$ cat src/rtl/fila_saida.sv
// Output-port FIFO behind the CPU OUT register: snoops writeOUT/saida, queues words, drains over valid/ready.
// Optional build macro FILA_SAIDA_OVF_COUNT_EN adds the saturating ovf_count port.
module fila_saida #(
    parameter  int DEPTH  = 8,
    localparam int ADDR_W = $clog2(DEPTH)
) (
    input  logic              clk,
    input  logic              rst_n,
    input  logic              writeOUT,
    input  logic [15:0]       saida,
    input  logic              limpa,
    output logic              m_valid,
    output logic [15:0]       m_data,
    input  logic              m_ready,
    output logic              full,
    output logic              empty,
    output logic [ADDR_W:0]   count,
    output logic              overflow
`ifdef FILA_SAIDA_OVF_COUNT_EN
    ,
    output logic [7:0]        ovf_count
`endif
);

    logic [15:0]       mem [DEPTH];
    logic [ADDR_W-1:0] rdPtr;
    logic [ADDR_W-1:0] wrPtr;
    logic              pend;
    logic              pop;
    logic              push;
    logic              drop;

    // count never exceeds DEPTH (a power of two), so its MSB alone means full
    assign empty   = (count == '0);
    assign full    = count[ADDR_W];
    assign m_valid = !empty;
    assign m_data  = mem[rdPtr];

    assign pop  = m_valid & m_ready;
    assign push = pend & (!full | pop) & !limpa;
    assign drop = pend & full & !pop;

    // NOTE: storage has no reset; only pointers and count define which entries are valid.
    always_ff @(posedge clk) begin
        if (push) begin
            mem[wrPtr] <= saida;
        end
    end

    // NOTE: all state uses non-blocking assignments so every branch sees pre-edge values.
    always_ff @(posedge clk or negedge rst_n) begin
        if (!rst_n) begin
            rdPtr    <= '0;
            wrPtr    <= '0;
            count    <= '0;
            pend     <= 1'b0;
            overflow <= 1'b0;
        end else if (limpa) begin
            rdPtr    <= '0;
            wrPtr    <= '0;
            count    <= '0;
            pend     <= 1'b0;
            overflow <= 1'b0;
        end else begin
            pend <= writeOUT;
            if (push) begin
                wrPtr <= wrPtr + ADDR_W'(1);
            end
            if (pop) begin
                rdPtr <= rdPtr + ADDR_W'(1);
            end
            if (push && !pop) begin
                count <= count + (ADDR_W+1)'(1);
            end else if (pop && !push) begin
                count <= count - (ADDR_W+1)'(1);
            end
            if (drop) begin
                overflow <= 1'b1;
            end
        end
    end

`ifdef FILA_SAIDA_OVF_COUNT_EN
    always_ff @(posedge clk or negedge rst_n) begin
        if (!rst_n) begin
            ovf_count <= '0;
        end else if (limpa) begin
            ovf_count <= '0;
        end else if (drop && ovf_count != 8'hFF) begin
            ovf_count <= ovf_count + 8'd1;
        end
    end
`endif

endmodule

$ cat config.mk
export PLATFORM = sky130hd
export DESIGN_NAME = fila_saida
export DESIGN_NICKNAME = d
export VERILOG_FILES = /design/src/rtl/fila_saida.sv
export SDC_FILE = /design/constraint.sdc
export NUM_CORES = 1
export LEC_CHECK = 0
export CELL_PAD_IN_SITES_DETAIL_PLACEMENT = 0
export CELL_PAD_IN_SITES_GLOBAL_PLACEMENT = 1
export CORE_MARGIN = 8
export CORE_UTILIZATION = 45
export DETAILED_ROUTE_END_ITERATION = 12
export PLACE_DENSITY = 0.8
export SLEW_MARGIN = 20
export SYNTH_ARGS = -nofsm -noshare
export SYNTH_HDL_FRONTEND = slang
export SYNTH_SLANG_ARGS = --single-unit
export TNS_END_PERCENT = 1
$ cat constraint.sdc
create_clock -name clk -period 6.8 [get_ports clk]
set_input_delay 1.36 -clock clk [delete_from_list [all_inputs] [get_ports clk]]
set_output_delay 1.36 -clock clk [all_outputs]
set_load 0.05 [all_outputs]
==> flow_summary_export.csv <==
group,metric,value,unit
die,core_area,0.0125,sq mm
timing,min_period_over_period,64.5,%
routing,ant_nets,0,
die,initial_cell_density_of_the_core,45.7,%
synth,number_of_instances_in_the_synthesized_netlist,291,
synth,ys_warn_count,0,
power_and_ir_drop,p_int,1.79,mW
placement,dpl.hpwl,5930,microns
finish,antennaDiodeCount,0,
synth,synth_top_area_share,67.2,%
clock_tree,ctsLongestPathBuffers,2,
clock_tree,cts.root.buffer_cell,"sky130_fd_sc_hd__clkbuf_16",
power_and_ir_drop,switching_power,0.751,mW
synth,synth_area_leader_cell,"sky130_fd_sc_hd__edfxtp_1",
clock_tree,holdBufCountCts,0,
clock_tree,htree_levels,4,
routing,wirelength,10300,microns
finish,layout.nets,371,
power_and_ir_drop,clockPowerShare,33.0,%
clock_tree,tritoncts_clock_tree,"built",
clock_tree,cts-buffers-inserted,17,
routing,drt_iter0_markers,309,
run_status,outcome,"complete, no violations",
placement,finalWeightedCongestion,0.749,
timing,period_minus_slack,4390,ps
timing,final_total_negative_setup_slack,0,ps
synth,synth-async-reset-ratio,8.57,%
timing,final_number_of_max_transition_violations,0,
clock_tree,post_cts_resize_count,0,
die,rows,41,
clock_tree,insertion_delay,410,ps
setup_path,worstReg2RegEnd,"mem[2][3]",
synth,mappedNetlistArea,0.00572,sq mm
setup_path,timing.critical_path.fanout_max,28,
die,dieHeight,129,microns
setup_path,reg2reg_depth,4,
synth,synth_top_flop_cell,"sky130_fd_sc_hd__edfxtp_1",
hold_path,holdPathStages,2,
synth,synth.net_count,317,
setup_path,timing.setup.critical_path_class,"flop to primary output",
die,die_area,0.0166,sq mm
global_route,number_of_antenna_violations_at_the_first_check_in_global_routing,0,
timing,timing.final.setup_violations,0,
timing,max_slew.worst_pin.slew,909,ps
hold_path,hold_end,"overflow",
die,pin_count,45,
timing,clock.fmax,228,MHz
synth,yosys_register_bits,140,
setup_path,critPathCaptureType,"primary output",
routing,top_layer,"met4",
global_route,pin_count_of_the_biggest_net_entering_global_routing,35,
finish,drive_above_1_share,25.7,%
synth,ys_seq_area_share,72.4,%
global_route,global_route.usage.total,13.4,%
routing,wl_met3,689,microns
routing,route.detailed.drc,0,
timing,skew,14.4,ps
setup_path,cp.arrival,3030,ps
setup_path,setup.worst_path.start,"rdPtr[0]",
die,floorplan.die.width,129,microns
synth,post_synth_most_frequent_cells,"sky130_fd_sc_hd__edfxtp_1 (128), sky130_fd_sc_hd__mux4_2 (32), sky130_fd_sc_hd__mux2_2 (16)",
power_and_ir_drop,static_leakage,2.23,nW
setup_path,r2r_startpoint,"count[3]",
routing,firstDrtPassIters,4,
routing,wl_met1,4320,microns
synth,edff_count_synth,128,
synth,synth_area_per_inst,19.7,sq um
global_route,global_route_total_overflow,0,
synth,yosys-top-cells-area,"sky130_fd_sc_hd__edfxtp_1 (67%), sky130_fd_sc_hd__mux4_2 (13%), sky130_fd_sc_hd__dfrtp_1 (5.2%)",
setup_path,timing.reg2reg.setup_slack,4190,ps
routing,avgViaCountPerCell,5.40,
timing,timing.slew.headroom,39.4,%
timing,hold_viol_final,0,
routing,routed-wl-met2,5270,microns
power_and_ir_drop,pwr-share-comb,26.6,%
timing,rsz0062_at_grt,"false",
power_and_ir_drop,power_consumption,2.54,mW
hold_path,hold_class,"flop to flop",
clock_tree,cts.sinks,140,
power_and_ir_drop,p_sw_share,29.6,%
clock_tree,postCtsSetupRepairBufs,0,
global_route,via_count_of_the_first_global_routing_pass,3064,
hold_path,worstHoldStart,"overflow",
setup_path,worstPathRequired,5440,ps
clock_tree,clk_pin_slew,60,ps
placement,port_buffers,44,
routing,avgRoutedWirePerCell,19.5,microns
global_route,grt_pass1_wl,16500,microns
synth,synthDistinctLibCells,46,
setup_path,worstSetupStartpointType,"flop",
power_and_ir_drop,seqPwrFrac,40.4,%
synth,synth_most_common_cell,"sky130_fd_sc_hd__edfxtp_1",
power_and_ir_drop,max-vdd-ir-drop,0.365,mV
finish,area.growth.synth_to_final,20.5,%
power_and_ir_drop,power.density_cell_area,369,mW/mm^2
routing,dr_total_vias,2861,
job,maxCapViolations,0,
## power by group through the flow
| stage | Clock [mW] | Sequential (mW) | Combinational, mW |
|---|---|---|---|
| 6_report | 0.839 | 1.03 | 0.675 |
| 5_1_grt | 0.890 | 1.03 | 0.721 |
| 3_5_place_dp | 0 | 1.04 | 0.683 |
| 2_1_floorplan | 0 | 1.03 | 0.528 |
| 4_1_cts | 0.855 | 1.03 | 0.687 |
| 3_3_place_gp | 0 | 1.04 | 0.677 |
## cells by family (layout without fill, tap and decap cells)
group	count (synthesis)	after routing	share of synthesized area (%)
buffers and inverters	25	92	2.32
DFF	140	140	72.4
and+or+nand+nor	41	41	4.11
adders and majority gates	5	5	1.22
muxes	48	48	15.7
AOI/OAI and AO/OA	30	30	3.89
xor gates and xnor gates	2	2	0.306
## how the worst max path moves through the flow
stage                     slack, ps          to
after floorplan                3290   mem[0][0]
after global placement         2750  mem[2][15]
after detailed placement       2660  mem[2][15]
after CTS                      2330  m_data[13]
after global routing           2240  m_data[12]
final                          2410  m_data[12]
## flip-flops by register name, summed over array words and instances, names as in the netlist
name,cells
mem,128
count,4
rdPtr,3
wrPtr,3
overflow,1
pend,1
## worst max-delay path, cell delays in order, from the launching register on
cell and delay [ps]:
sky130_fd_sc_hd__dfrtp_2 490, sky130_fd_sc_hd__buf_4 530, sky130_fd_sc_hd__mux4_2 580, sky130_fd_sc_hd__mux2_2 300, sky130_fd_sc_hd__clkdlybuf4s50_1 710
## cell type report
cell class	instances	area, sq um
multi-input cells	126	1460
repair buffers	53	508
inverters	7	26.3
well taps	172	215
fillers	995	5620
clock buffers	21	440
clock inverters	11	101
flip-flops and latches	140	4150
## per-stage QoR
| step | setup slack, ps | instance area (sq um) | std cells | hold WS [ps] | utilization, % |
|---|---|---|---|---|---|
| global route | 2240 | 6890 | 530 | 574 | 55.1 |
| detailed placement | 2660 | 6350 | 498 | 516 | 50.7 |
| global placement | 2750 | 6350 | 498 | 511 | 50.7 |
| floorplan | 3290 | 5720 | 291 | 558 | - |
| finish | 2410 | 6890 | 530 | 539 | 55.1 |
| CTS | 2330 | 6890 | 530 | 550 | 55.1 |
## cells in the final DEF, fill, tap and decap left out, types with 2 or more instances in the layout
| cell type | count |
|---|---|
| sky130_fd_sc_hd__nand2b_1 | 5 |
| sky130_fd_sc_hd__a21oi_1 | 8 |
| sky130_fd_sc_hd__dfrtp_1 | 10 |
| sky130_fd_sc_hd__or3_1 | 3 |
| sky130_fd_sc_hd__nand2_1 | 3 |
| sky130_fd_sc_hd__o31ai_1 | 2 |
| sky130_fd_sc_hd__mux4_2 | 32 |
| sky130_fd_sc_hd__or4_1 | 2 |
| sky130_fd_sc_hd__inv_1 | 6 |
| sky130_fd_sc_hd__buf_4 | 9 |
| sky130_fd_sc_hd__bufinv_16 | 2 |
| sky130_fd_sc_hd__nor3_2 | 2 |
| sky130_fd_sc_hd__clkdlybuf4s50_1 | 44 |
| sky130_fd_sc_hd__o21ai_0 | 5 |
| sky130_fd_sc_hd__clkbuf_16 | 17 |
| sky130_fd_sc_hd__nor2b_1 | 6 |
| sky130_fd_sc_hd__xor2_1 | 2 |
| sky130_fd_sc_hd__nand3_1 | 3 |
| sky130_fd_sc_hd__mux2_2 | 16 |
| sky130_fd_sc_hd__clkinv_2 | 6 |
| sky130_fd_sc_hd__clkbuf_1 | 4 |
| sky130_fd_sc_hd__dfrtp_2 | 2 |
| sky130_fd_sc_hd__a21o_1 | 2 |
| sky130_fd_sc_hd__nor2_1 | 9 |
| sky130_fd_sc_hd__clkinv_1 | 3 |
| sky130_fd_sc_hd__edfxtp_1 | 128 |
| sky130_fd_sc_hd__ha_1 | 4 |
## layer usage
metal  up-vias  track usage [%]
li1       1301                -
met1      1450             16.2
met2       101             21.9
met3         9             5.01
met4         0             4.49
met5         -                0
No activity file was read; power rests on OpenSTA's default activity.
